<file path="config.mk">
export PLATFORM = sky130hd
export DESIGN_NAME = rst_sequencer
export DESIGN_NICKNAME = d
export VERILOG_FILES = /design/src/rtl/rst_sequencer.sv
export SDC_FILE = /design/constraint.sdc
export NUM_CORES = 1
export LEC_CHECK = 0
export BUFFER_PORTS_ARGS = -buffer_cell sky130_fd_sc_hd__buf_2
export CAP_MARGIN = 25
export CELL_PAD_IN_SITES_DETAIL_PLACEMENT = 1
export CELL_PAD_IN_SITES_GLOBAL_PLACEMENT = 1
export CORE_UTILIZATION = 45
export CTS_CLUSTER_DIAMETER = 60
export DETAILED_ROUTE_END_ITERATION = 12
export GPL_TIMING_DRIVEN = 1
export PLACE_DENSITY_LB_ADDON = 0.1
export RECOVER_POWER = 25
export SLEW_MARGIN = 20
export SYNTH_ARGS = -nofsm -noshare
export SYNTH_HDL_FRONTEND = slang
export SYNTH_SLANG_ARGS = --single-unit
</file>
<file path="constraint.sdc">
create_clock -name pclk -period 3.25 [get_ports pclk]
set_input_delay 0.4875 -clock pclk [delete_from_list [all_inputs] [get_ports pclk]]
set_output_delay 0.4875 -clock pclk [all_outputs]
set_load 0.005 [all_outputs]
</file>
<file path="src/rtl/rst_sequencer.sv">
// Staged reset sequencer: waits for a stable clock lock, releases core, display, then mouse resets.
// Optional lock-loss event counter on loss_cnt when RST_SEQ_LOSS_CNT_EN is defined.
module rst_sequencer #(
  parameter int STABLE_CYCLES = 1024,
  parameter int STAGE_GAP     = 16,
  parameter int GLITCH_CYCLES = 4
) (
  input  logic       pclk,
  input  logic       rst,
  input  logic       locked_in,
  input  logic       soft_rst_req,
  output logic       reset_core,
  output logic       reset_display,
  output logic       reset_mouse,
  output logic       ready,
  output logic [7:0] loss_cnt
);

  localparam int MAX_AB = (STABLE_CYCLES > STAGE_GAP) ? STABLE_CYCLES : STAGE_GAP;
  localparam int MAX_C  = (MAX_AB > GLITCH_CYCLES) ? MAX_AB : GLITCH_CYCLES;
  localparam int CW     = $clog2(MAX_C);

  localparam logic [CW-1:0] STABLE_LAST = CW'(STABLE_CYCLES - 1);
  localparam logic [CW-1:0] STAGE_LAST  = CW'(STAGE_GAP - 1);
  localparam logic [CW-1:0] GLITCH_LAST = CW'(GLITCH_CYCLES - 1);

  localparam logic [2:0] S_HOLD     = 3'd0;
  localparam logic [2:0] S_REL_CORE = 3'd1;
  localparam logic [2:0] S_REL_DISP = 3'd2;
  localparam logic [2:0] S_RUN      = 3'd3;
  localparam logic [2:0] S_SOFT     = 3'd4;

  logic          r_sync1;
  logic          r_sync2;
  logic [2:0]    r_state;
  logic [CW-1:0] r_cnt;
  logic [CW-1:0] r_gcnt;
  logic          r_reset_core;
  logic          r_reset_display;
  logic          r_reset_mouse;
  logic          r_ready;

  logic [2:0]    w_nxt_state;
  logic [CW-1:0] w_nxt_cnt;
  logic [CW-1:0] w_nxt_gcnt;
  logic          w_loss;

  always_ff @(posedge pclk or negedge rst) begin
    if (!rst) begin
      r_sync1 <= 1'b0;
      r_sync2 <= 1'b0;
    end else begin
      r_sync1 <= locked_in;
      r_sync2 <= r_sync1;
    end
  end

  always_comb begin
    w_loss      = 1'b0;
    w_nxt_state = r_state;
    w_nxt_cnt   = r_cnt;
    w_nxt_gcnt  = '0;
    // Low-run counter persists across non-HOLD state changes; any high sample clears it.
    if ((r_state != S_HOLD) && !r_sync2) begin
      if (r_gcnt == GLITCH_LAST) w_loss = 1'b1;
      else                       w_nxt_gcnt = r_gcnt + 1'b1;
    end
    case (r_state)
      S_HOLD: begin
        if (r_sync2) begin
          if (r_cnt == STABLE_LAST) begin
            w_nxt_state = S_REL_CORE;
            w_nxt_cnt   = '0;
          end else begin
            w_nxt_cnt = r_cnt + 1'b1;
          end
        end else begin
          w_nxt_cnt = '0;
        end
      end
      S_REL_CORE, S_REL_DISP, S_SOFT: begin
        if (r_cnt == STAGE_LAST) begin
          w_nxt_cnt = '0;
          case (r_state)
            S_REL_CORE: w_nxt_state = S_REL_DISP;
            S_REL_DISP: w_nxt_state = S_RUN;
            default:    w_nxt_state = S_REL_CORE;
          endcase
        end else begin
          w_nxt_cnt = r_cnt + 1'b1;
        end
      end
      S_RUN: begin
        w_nxt_cnt = '0;
        if (soft_rst_req) w_nxt_state = S_SOFT;
      end
      default: begin
        w_nxt_state = S_HOLD;
        w_nxt_cnt   = '0;
      end
    endcase
    // Lock loss outranks every other transition, including a soft request.
    if (w_loss) begin
      w_nxt_state = S_HOLD;
      w_nxt_cnt   = '0;
    end
  end

  always_ff @(posedge pclk or negedge rst) begin
    if (!rst) begin
      r_state         <= S_HOLD;
      r_cnt           <= '0;
      r_gcnt          <= '0;
      r_reset_core    <= 1'b1;
      r_reset_display <= 1'b1;
      r_reset_mouse   <= 1'b1;
      r_ready         <= 1'b0;
    end else begin
      r_state         <= w_nxt_state;
      r_cnt           <= w_nxt_cnt;
      r_gcnt          <= w_nxt_gcnt;
      r_reset_core    <= (w_nxt_state == S_HOLD) || (w_nxt_state == S_SOFT);
      r_reset_display <= (w_nxt_state != S_REL_DISP) && (w_nxt_state != S_RUN);
      r_reset_mouse   <= (w_nxt_state != S_RUN);
      r_ready         <= (w_nxt_state == S_RUN);
    end
  end

  assign reset_core    = r_reset_core;
  assign reset_display = r_reset_display;
  assign reset_mouse   = r_reset_mouse;
  assign ready         = r_ready;

`ifdef RST_SEQ_LOSS_CNT_EN
  logic [7:0] r_loss_cnt;

  always_ff @(posedge pclk or negedge rst) begin
    if (!rst)                            r_loss_cnt <= 8'd0;
    else if (w_loss && (r_loss_cnt != 8'hFF)) r_loss_cnt <= r_loss_cnt + 8'd1;
  end

  assign loss_cnt = r_loss_cnt;
`else
  assign loss_cnt = 8'd0;
`endif

endmodule

</file>
==> metrics.md, run 1 <==
| Metric | Value |
|---|---|
| Status | finished, violations left |
| Failing checks | max-capacitance violations |
| Largest net degree at the start of global routing | 30 |
| Vias after detailed routing | approximately 1.1k |
| RSZ-0062 raised after global routing | no |
| CP arrival | ~2000 ps |
| Die area | 3550 um2 |
| Worst setup EP type | flip-flop |
| Mux cell area share after synthesis | 0 |
| Top flop regs | r_cnt (10), r_gcnt (10), r_state (3) |
| Leak pwr | approximately 0.00064 uW |
| Worst-path fanout max | 7 |
| Post-Synth Adder-Cell Area | 0.0168 |
| DP HPWL | approximately 2.1 mm |
| CP max stage delay | ~420 ps |
| Worst hold path type | primary input to flip-flop |
| Layout cells sized above 1 | 0.144 |
| Core footprint | a little over 3000 um2 |
| Synthesized area | 1490 um2 |
| Yosys reg bits | 29 |
| Synthesis Warnings | 0 |
| Placed cell count | 196 |
| Vias in the first global route | approximately 1.1k |
| Fraction of the mapped netlist area in simple logic gates | 0.249 |
| Final hold vios | 0 |
| Syn_area_per_cell | between 9 and 10 um2 |
| Final period util | 0.546 |
| Slowest CP cell | dfrtp_1 |
| # IOs | 16 |
| # H-tree levels | 2 |
| Max Root-Sink Buffers | 2 |
| Antenna diode count | 0 |
| Starting Density | 0.480 |
| XOR/XNOR Fraction of Synth Area | 0.0940 |
| Final setup viols | 0 |
| Drt wl/cell | roughly 14 um |
| Critical path required time | around 3500 ps |
| P per Cell Area | slightly below 400 nW/um2 |
| Slew margin rel. | 0.00427 |
| Main combinational cell family by area after synthesis | simple AND/OR/NAND/NOR gates |
| Max Cap Viol | 1 |
| Worst Clk Skew | a little over 7 ps |
| Cell count after synthesis | 150 |
| 1st-pass router iterations | 4 |
| RePlAce Congestion | a little under 0.8 |
| Final cell count without fillers | 204 |
| Setup TNS | 0 ps |
| Root buffer cell | clkbuf_4 |
| Clock Sinks | 29 |
| ANT nets after route | 0 |
| Vias per cell | roughly 5.3 |
| Initial DRC Count | 22 |
| Minimum clock period | between 1500 and 2000 ps |
| Number of remaining DRC errors | 0 |
| GRT Overall Usage | 0.197 |
| Initial antenna violation count | 0 |
| Row count | 20 |
| Critical path class | flip-flop to flip-flop |
| CTS Buf Count | 5 |
| CTS Hold Buffers Added | 0 |
| Total wire length | about 2.9 mm |
| Post-layout nets | around 170 |
| Startpoint type of the worst setup path | flip-flop |
| Setup Fix Bufs, Post-CTS | 0 |
| Global-route wire length before repair | 4.98 mm |
| Distinct cells, synth | 39 |
| Die height | 59.5 um |
| FMAX | between 500 and 600 MHz |
| Synthesis-to-layout area growth | 6.30% |
| Worst-case vdd ir drop | 196 uV |
| CTS tree | yes |
| Resized cells post-CTS | 0 |
| Pins over their slew limit | 0 |
| GR Overflow Total | 0 |
| Register area share after synthesis | 0.490 |
| Port Buffer Count | 7 |
| Clk pin slew, worst setup/hold paths | ~90 ps |
| Critical path cell sequence | ha_1 > and3_1 > a311o_1 > a31o_2 > a31o_1 |
| Complex-gate fraction of the synthesized area | 0.0890 |
| Clock latency on the worst-skew pair | roughly 330 ps |
| Worst-Margin Slew | 1490 ps |
| Die W | 59.5 um |
per-layer routing:
metal	part of all wire	track usage	vias up
met4	0.023	0.0997	0
met1	0.48	0.249	530
li1	-	-	523
met5	0	0	-
met3	0.032	0.0655	7
met2	0.46	0.302	14
critical path: cells and delay by family, from the launching register on:
kind	cells	cell delay, ps
flops	1	420
simple gates	1	280
fa+ha+maj	1	250
compound gates	3	770
cell type report:
type / instances / area [um2]
clock buffers: 8 / 58.8
inverters: 2 / 7.51
fillers: 375 / 1520
well taps: 44 / 55.1
multi-input cells: 114 / 699
repair buffers: 7 / 33.8
flip-flops and latches: 29 / 729
logic make-up (layout without fill, tap and decap cells):
family	Yosys count	after routing
XOR/XNOR	16	16
buffers and inverters	14	17
AO/OA/AOI/OAI	17	17
AND/OR/NAND/NOR	71	71
other	1	8
adder cells (fa/ha/maj)	2	2
flip-flops	29	29
report_power, final:
part,leakage (uW),internal [uW],switching (uW)
Combinational,0.000216,6.65,15.3
Clock,0.0000326,107,121
Sequential,0.000388,365,3.54
worst paths after layout:
kind	from	depth (start not counted)	end	slack, ps
max reg2reg	r_cnt[0]	5	reset_core	1470
max	r_cnt[0]	5	reset_core	1470
min	locked_in	1	r_sync1	260
min in group asynchronous	rst	1	r_cnt[5]	510
max in group asynchronous	rst	1	r_gcnt[6]	1880
min reg2reg	r_sync1	0	r_sync2	360
metrics by stage:
stage	total power, uW	utilization	setup WS (ps)	hold slack, ps	cell area [um2]
global route	644	0.510	1330	237	1580
global placement	397	0.492	1520	332	1530
detailed placement	398	0.492	1490	341	1530
floorplan	393	-	1540	192	1520
CTS	631	0.511	1440	167	1590
finish	618	0.510	1470	257	1580
synthesized netlist by cell type:
library cell | number | share of area
xnor2_1 | 11 | 0.065
ha_1 | 2 | 0.017
nor2_2 | 1 | 0.0042
and3_1 | 3 | 0.013
nand3_1 | 9 | 0.030
o31a_1 | 1 | 0.0059
and2_1 | 1 | 0.0042
nand4_1 | 3 | 0.013
a21o_1 | 1 | 0.0050
nor4_4 | 1 | 0.014
conb_1 | 1 | 0.0025
o21ai_0 | 2 | 0.0067
nand3b_1 | 1 | 0.0050
nor3_2 | 1 | 0.0067
nand2_1 | 11 | 0.028
nor2_1 | 17 | 0.043
a2bb2oi_2 | 1 | 0.010
dfrtp_1 | 26 | 0.44
a211o_1 | 1 | 0.0059
or2_2 | 2 | 0.0084
a31o_1 | 1 | 0.0059
o21ba_2 | 1 | 0.0067
a21boi_0 | 1 | 0.0050
and4_1 | 1 | 0.0059
nor3b_1 | 1 | 0.0050
a31o_2 | 1 | 0.0059
nor2b_1 | 2 | 0.0084
a41oi_1 | 1 | 0.0059
nor3_1 | 14 | 0.047
xor2_1 | 5 | 0.029
buf_4 | 8 | 0.040
nor4_1 | 2 | 0.0084
buf_2 | 4 | 0.013
a21oi_1 | 4 | 0.013
a311o_1 | 1 | 0.0067
dfstp_2 | 3 | 0.053
inv_1 | 2 | 0.0050
a2bb2oi_1 | 1 | 0.0059
nand4b_1 | 1 | 0.0059
cells in the final DEF, fill, tap and decap left out, types with 2 or more instances in the layout:
| cell type | Yosys | final |
|---|---|---|
| nor2b_1 | 2 | 2 |
| dfrtp_1 | 26 | 26 |
| nand4_1 | 3 | 3 |
| or2_2 | 2 | 2 |
| clkbuf_4 | 0 | 5 |
| clkbuf_1 | 0 | 3 |
| nor2_1 | 17 | 17 |
| conb_1 | 1 | 8 |
| dfstp_2 | 3 | 3 |
| ha_1 | 2 | 2 |
| and3_1 | 3 | 3 |
| inv_1 | 2 | 2 |
| nor4_1 | 2 | 2 |
| buf_2 | 4 | 6 |
| nand2_1 | 11 | 11 |
| xor2_1 | 5 | 5 |
| nor3_1 | 14 | 14 |
| xnor2_1 | 11 | 11 |
| a21oi_1 | 4 | 4 |
| nand3_1 | 9 | 9 |
| o21ai_0 | 2 | 2 |
(Power assumes the default switching activity.)
==> run 2, diff against run 1 <==
ABC_AREA = 1   (was not set)
CORE_UTILIZATION = 39   (was 45)
clock period = 1.46 ns   (was 3.25 ns; I/O delays follow)
==> run 2 against run 1 <==
Net effect:
- the run now ends clean
- total power rose to 2.6 times the previous value
- via count is 13% higher
- worst hold slack worse by 210 ps
- fmax grew 25%
- highest routed layer unchanged
- sequential share of layout area decreased by 6.2 points
- critical path depth rose by 3
- routed wire length is 12% higher
- register-to-register slack worse by 1400 ps
- core utilization fell by 1.8 points
- die area rose by 18%
- sequential power is 120% higher
==> metrics.md, run 2 <==
| Metric | Value |
|---|---|
| Port Buffer Count | 7 (unchanged) |
| Clock latency on the worst-skew pair | 280 ps (was 330 ps) |
| Finished layout cell area | 1830 um2 (was 1580 um2) |
| Synth area leaders | dfrtp_1 (43%), nor2_1 (6.9%), nand2_1 (6.4%), dfstp_2 (5.2%), nand3_1 (4.9%) (was dfrtp_1 (44%), xnor2_1 (6.5%), dfstp_2 (5.3%), nor3_1 (4.7%), nor2_1 (4.3%)) |
| Setup slack after layout | 41.3 ps (was 1470 ps) |
| Max Cap Viol | 0 (was 1) |
| Capturing point of the worst reg2reg path | r_cnt[0] (was reset_core) |
| Worst hold path type | primary input to flip-flop (unchanged) |
| Reg-to-reg slack, setup | 40 ps (was 1470 ps) |
| Critical path required time | 1620 ps (was 3510 ps) |
| RSZ-0062 raised after global routing | yes (was no) |
| Starting Density | 0.411 (was 0.480) |
| Number of remaining DRC errors | 0 (unchanged) |
| Syn_area_per_cell | 8.39 um2 (was 9.93 um2) |
| WHS Endpoint | r_sync1 (unchanged) |
| Area share of the largest cell type after synthesis | 0.426 (was 0.437) |
| Clock Sinks | 29 (unchanged) |
| Worst-path fanout max | 6 (was 7) |
| Power, Total | 1620 uW (was 618 uW) |
| CTS Buf Count | 5 (unchanged) |
| Hold Path Origin | locked_in (unchanged) |
| ANT nets after route | 0 (unchanged) |
| Final hold vios | 0 (unchanged) |
| Synthesized area | 1530 um2 (was 1490 um2) |
| Worst setup EP type | flip-flop (unchanged) |
| Hold path cells | 1 (unchanged) |
| Row count | 22 (was 20) |
| Vias in the first global route | 1239 (was 1069) |
| Leak pwr | 0.000860 uW (was 0.000636 uW) |
| RePlAce Congestion | 0.762 (was 0.790) |
| Top flop regs | r_cnt (10), r_gcnt (10), r_state (3) (unchanged) |
| Ys async rst share | 1.00 (unchanged) |
| Main combinational cell family by area after synthesis | simple AND/OR/NAND/NOR gates (unchanged) |
| Placed cell count | 240 (was 196) |
| Most Frequent Cell on Critical Path | nand2_1 |
| Mux cell area share after synthesis | 0 (unchanged) |
| Post-Synth Adder-Cell Area | 0.0164 (was 0.0168) |
| Slowest CP cell | dfrtp_1 (unchanged) |
| Register area share after synthesis | 0.477 (was 0.490) |
| Die W | 64.6 um (was 59.5 um) |
| Number of synthesized flops with an enable pin | 0 (unchanged) |
| Pins over their slew limit | 0 (unchanged) |
| Die area | 4170 um2 (was 3550 um2) |
| P per Cell Area | 882 nW/um2 (was 390 nW/um2) |
| Top Family by Delay on Critical Path | simple AND/OR/NAND/NOR gates (was compound AO/OA/AOI/OAI gates) |
| Area after DPL | 1620 um2 (was 1530 um2) |
| FMAX | 705 MHz (was 563 MHz) |
| Total wire length | 3.24 mm (was 2.88 mm) |
| Antenna diode count | 0 (unchanged) |
| Max Root-Sink Buffers | 2 (unchanged) |
| Worst-case vdd ir drop | 614 uV (was 196 uV) |
| Critical path cell sequence | ha_4 > nand3_1 > nor2_2 > nand2_1 > nand2_1 > nand2_2 > nand2_4 > nor2_1 (was ha_1 > and3_1 > a311o_1 > a31o_2 > a31o_1) |
| Vias per cell | 4.79 (was 5.26) |
| Crit path buffers/inverters | 0 (unchanged) |
| CP arrival | 1580 ps (was 2040 ps) |
| # H-tree levels | 2 (unchanged) |
| Status | completed (was finished, violations left) |
| # IOs | 16 (unchanged) |
| Post-synth top area cell | dfrtp_1 (unchanged) |
| Complex-gate fraction of the synthesized area | 0.0254 (was 0.0890) |
| XOR/XNOR Fraction of Synth Area | 0.0401 (was 0.0940) |
| GRT Overall Usage | 0.181 (was 0.197) |
| Top cells by count, synth | nor2_1 (28), dfrtp_1 (26), nand2_1 (26) (was dfrtp_1 (26), nor2_1 (17), nor3_1 (14)) |
| CP max stage delay | 390 ps (was 420 ps) |
| Top_reg_cell synth | dfrtp_1 (unchanged) |
| Die height | 64.6 um (was 59.5 um) |
| Initial DRC Count | 66 (was 22) |
| FF-to-FF Start | r_cnt[1] (was r_cnt[0]) |
| Minimum clock period | 1420 ps (was 1780 ps) |
| Core footprint | 3720 um2 (was 3100 um2) |
| Worst Clk Skew | 9.34 ps (was 7.17 ps) |
| GR Overflow Total | 0 (unchanged) |
| Initial antenna violation count | 0 (unchanged) |
| Critical path class | flip-flop to flip-flop (unchanged) |
| Pre-CTS setup slack | -46.0 ps (was 1490 ps) |
| 1st-pass router iterations | 4 (unchanged) |
| Final cell count without fillers | 253 (was 204) |
| Startpoint type of the worst setup path | flip-flop (unchanged) |
| DP HPWL | 2.42 mm (was 2.08 mm) |
| Final setup viols | 0 (unchanged) |
| Post-layout nets | 210 (was 165) |
| Fraction of the mapped netlist area in simple logic gates | 0.340 (was 0.249) |
| Clk pin slew, worst setup/hold paths | 60 ps (was 90 ps) |
| Final period util | 0.972 (was 0.546) |
| Synthesis Warnings | 0 (unchanged) |
| Layout cells sized above 1 | 0.278 (was 0.144) |
| Global-route wire length before repair | 5.66 mm (was 4.98 mm) |
| CTS tree | yes (unchanged) |
| Drt wl/cell | 12.8 um (was 14.1 um) |
| Cell count after synthesis | 182 (was 150) |
| Most frequent cells in the layout | dfrtp_1 (26), nor2_1 (25), nand2_1 (25), inv_1 (19), nand3_1 (14) (was dfrtp_1 (26), nor2_1 (17), nor3_1 (14), nand2_1 (11), xnor2_1 (11)) |
| Yosys reg bits | 29 (unchanged) |
| Commonest non-fill, non-tap cell in the layout | dfrtp_1 (unchanged) |
| Worst r2r path cells | 8 (was 5) |
| Vias after detailed routing | 1211 (was 1074) |
| Largest net degree at the start of global routing | 19 (was 30) |
| Root buffer cell | clkbuf_8 (was clkbuf_4) |
| Cell with the most instances after synthesis | nor2_1 (was dfrtp_1) |
| Synthesis-to-layout area growth | 19.9% (was 6.30%) |
| Distinct cells, synth | 24 (was 39) |
-- run 2: worst max path at each step --
stage	depth (start not counted)	start	to	slack [ps]
6_report	8	r_cnt[1]	r_cnt[0]	40
5_1_grt	7	r_cnt[0]	reset_core	-90
4_1_cts	8	r_cnt[0]	r_cnt[0]	20
3_5_place_dp	8	r_cnt[0]	r_cnt[0]	-50
3_3_place_gp	8	r_cnt[0]	r_cnt[6]	10
2_1_floorplan	9	r_cnt[0]	ready	170
-- run 2: final cells by class --
class,count,area [um2]
clock inverter,1,5.00
inverter,24,90.1
sequential,29,729
clock buffer,7,96.3
fill,455,1880
timing repair buffer,16,105
tap,48,60.1
multi-input combinational,128,746
-- run 2: kinds of logic (layout without fill, tap and decap cells) --
| kind of cell | Yosys count | count (layout) |
|---|---|---|
| AOI/OAI and AO/OA | 7 | 7 |
| xor gates and xnor gates | 7 | 7 |
| adders and majority gates | 2 | 2 |
| buffers and inverters | 32 | 48 |
| DFF | 29 | 29 |
| other | 1 | 8 |
| and+or+nand+nor | 104 | 104 |
-- run 2: worst register-to-register path: cells and delay by family, from the launching register on --
kind          cells  cell delay (ps)
flops             1              390
simple gates      7              750
fa+ha+maj         1              170
-- run 2: what timing repair did --
item	CTS	global route
resized for setup	2	13
pin swaps	1	9
setup endpoints to repair	12	17
hold buffers	1	0
cloned	0	0
hold endpoints to repair	15	0
buffers inserted	1	3
-- run 2: per-layer routing --
metal | vias to the layer above | track usage | wire, um
met5 | - | 0 | 0
met4 | 0 | 0.0750 | 44
met3 | 5 | 0.0423 | 80
met2 | 17 | 0.297 | 1660
met1 | 580 | 0.227 | 1450
li1 | 609 | - | -
-- run 2: through the flow --
step	util	TNS, ps	hold slack, ps
after global routing	0.493	-693	31.5
after detailed placement	0.436	-329	165
after floorplan	-	0	-76.6
final	0.493	0	51.6
after global placement	0.436	0	160
after CTS	0.470	0	36.8
-- run 2: power by group --
part / total (uW) / internal (uW) / switching (uW)
logic: 70.0 / 26.9 / 43.1
registers: 823 / 814 / 9.33
clock network: 722 / 425 / 297
==> run 3, diff against run 2 <==
SETUP_SLACK_MARGIN = 0.05   (was not set)
==> run 3 against run 2 <==
Net effect:
- worst setup slack got worse by 15 ps
- fmax decreased by 1.0%
- combinational power increased by 9.7%
- via count increased by 1.8%
- core utilization increased by 2.3 points
- sequential power about the same
- global-route usage increased by 0.15 points
- non-clock buffer count increased by 2
==> metrics.md, run 3 (synthesis results as in run 2) <==
| Metric | Value |
|---|---|
| Area after DPL | 1620 um2 (unchanged) |
| Die area | 4170 um2 (unchanged) |
| Initial DRC Count | 62 (was 66) |
| Total wire length | 3.51 mm (was 3.24 mm) |
| Final cell count without fillers | 255 (was 253) |
| RePlAce Congestion | 0.762 (unchanged) |
| Reg-to-reg slack, setup | 30 ps (was 40 ps) |
| Final period util | 0.982 (was 0.972) |
| Worst r2r path cells | 8 (unchanged) |
| Clock latency on the worst-skew pair | 280 ps (about the same) |
| 1st-pass router iterations | 4 (unchanged) |
| CTS tree | yes (unchanged) |
| Row count | 22 (unchanged) |
| Max Root-Sink Buffers | 2 (unchanged) |
| Critical path class | flip-flop to flip-flop (unchanged) |
| DP HPWL | 2.42 mm (unchanged) |
| Top flop regs | r_cnt (10), r_gcnt (10), r_state (3) (unchanged) |
| Finished layout cell area | 1920 um2 (was 1830 um2) |
| Most frequent cells in the layout | nand2_1 (24), dfrtp_1 (20), inv_1 (19), nor2_1 (19) (was dfrtp_1 (26), nor2_1 (25), nand2_1 (25), inv_1 (19), nand3_1 (14)) |
| CTS Buf Count | 5 (unchanged) |
| Status | completed (unchanged) |
| Clock Sinks | 29 (unchanged) |
| Met3 usage | 0.0423 (unchanged) |
| Vias in the first global route | 1250 (was 1239) |
| Root buffer cell | clkbuf_8 (unchanged) |
| Worst-case vdd ir drop | 614 uV (about the same) |
| FMAX | 698 MHz (was 705 MHz) |
| ANT nets after route | 0 (unchanged) |
| Initial antenna violation count | 0 (unchanged) |
| Largest net degree at the start of global routing | 19 (unchanged) |
| Core footprint | 3720 um2 (unchanged) |
| M2 GR Usage | 0.303 (was 0.297) |
| Die height | 64.6 um (unchanged) |
| Met1 usage | 0.227 (unchanged) |
| Minimum clock period | 1430 ps (was 1420 ps) |
| Number of remaining DRC errors | 0 (unchanged) |
| Worst-path fanout max | 6 (unchanged) |
| Pins over their slew limit | 0 (unchanged) |
| Worst Clk Skew | 8.20 ps (was 9.34 ps) |
| GRT Overall Usage | 0.182 (was 0.181) |
| Hold Path Origin | locked_in (unchanged) |
| P per Cell Area | 847 nW/um2 (was 882 nW/um2) |
| Final hold vios | 0 (unchanged) |
| Worst hold path type | primary input to flip-flop (unchanged) |
| Vias per cell | 4.84 (was 4.79) |
| Post-layout nets | 212 (was 210) |
| Final setup viols | 0 (unchanged) |
| Clk pin slew, worst setup/hold paths | 70 ps (was 60 ps) |
| Startpoint type of the worst setup path | flip-flop (unchanged) |
| # H-tree levels | 2 (unchanged) |
| Max Cap Viol | 0 (unchanged) |
| Die W | 64.6 um (unchanged) |
| GR Overflow Total | 0 (unchanged) |
| CP arrival | 1590 ps (was 1580 ps) |
| Layout cells sized above 1 | 0.372 (was 0.278) |
| Drt wl/cell | 13.8 um (was 12.8 um) |
| Antenna diode count | 0 (unchanged) |
| # IOs | 16 (unchanged) |
| Starting Density | 0.411 (unchanged) |
| Top Usage Layer GRT | met2 (unchanged) |
| WHS Endpoint | r_sync1 (unchanged) |
| Critical path required time | 1620 ps (about the same) |
| Global-route wire length before repair | 5.69 mm (was 5.66 mm) |
| # fillers | 449 (was 455) |
| FF-to-FF Start | r_cnt[0] (was r_cnt[1]) |
| Port Buffer Count | 7 (unchanged) |
| Placed cell count | 240 (unchanged) |
| Leak pwr | 0.000860 uW (about the same) |
| RSZ-0062 raised after global routing | yes (unchanged) |
| Capturing point of the worst reg2reg path | r_cnt[6] (was r_cnt[0]) |
| Synthesis-to-layout area growth | 25.6% (was 19.9%) |
| Hold path cells | 1 (unchanged) |
| Commonest non-fill, non-tap cell in the layout | nand2_1 (was dfrtp_1) |
| Worst setup EP type | flip-flop (unchanged) |
| Vias after detailed routing | 1233 (was 1211) |
==> run 3: changes by cell type in the layout (fill, tap and decap cells not counted), moves of 3 or more <==
cell	before	now
dfrtp_2	0	6
dfrtp_1	26	20
nand3_2	3	7
nor2_4	2	5
nor2_2	5	8
nand3_1	14	10
nor2_1	25	19
==> run 3: what timing repair did <==
action	in CTS	in global routing
hold buffers	1	0
setup endpoints to repair	13	19
resized for setup	6	31
pin swaps	8	15
setup buffers	2	4
endpoints found under the hold margin	15	0
==> run 3: how the worst max path moves through the flow <==
stage,from,end,cells after the start
final,r_cnt[0],r_cnt[6],8
after global routing,r_cnt[0],r_cnt[6],8
after CTS,r_cnt[1],r_cnt[0],8
after detailed placement,r_cnt[0],r_cnt[0],8
after global placement,r_cnt[0],r_cnt[6],8
after floorplan,r_cnt[0],ready,9
==> run 3: per-layer routing <==
layer  wire, um  vias up
li1           -      611
met1       1530      594
met2       1820       19
met3         84        9
met4         82        0
met5          0        -
==> run 3: per-stage QoR <==
stage | util | setup slack (ps) | TNS, ps | hold WS, ps | total power, uW
detailed placement | 0.436 | -46.0 | -329 | 165 | 890
global route | 0.516 | -71.2 | -503 | 31.5 | 1700
floorplan | - | 172 | 0 | -76.6 | 873
CTS | 0.474 | 53.7 | 0 | 36.8 | 1640
finish | 0.516 | 26.8 | 0 | 52.3 | 1620
global placement | 0.436 | 14.0 | 0 | 160 | 887
==> run 3: final cells by class <==
class | count | area, um2 | share of cell area
clock buffer | 7 | 96.3 | 0.0502
clock inverter | 1 | 5.00 | 0.00261
inverter | 24 | 90.1 | 0.0470
multi-input combinational | 128 | 810 | 0.422
sequential | 29 | 737 | 0.384
tap | 48 | 60.1 | 0.0313
timing repair buffer | 18 | 120 | 0.0626
==> run 3: worst max-delay path, stage by stage (launching register included) <==
cell and delay (ps):
dfrtp_1 400, ha_4 180, nand3_2 120, nor2_4 160, nand2_2 80, nand2_1 90, nand2_2 90, nand2_4 140
nor3_2 60
==> run 3: report_power, final <==
| part | internal, uW | switching, uW |
|---|---|---|
| clock network | 425 | 299 |
| registers | 813 | 9.65 |
| logic | 28.3 | 48.6 |
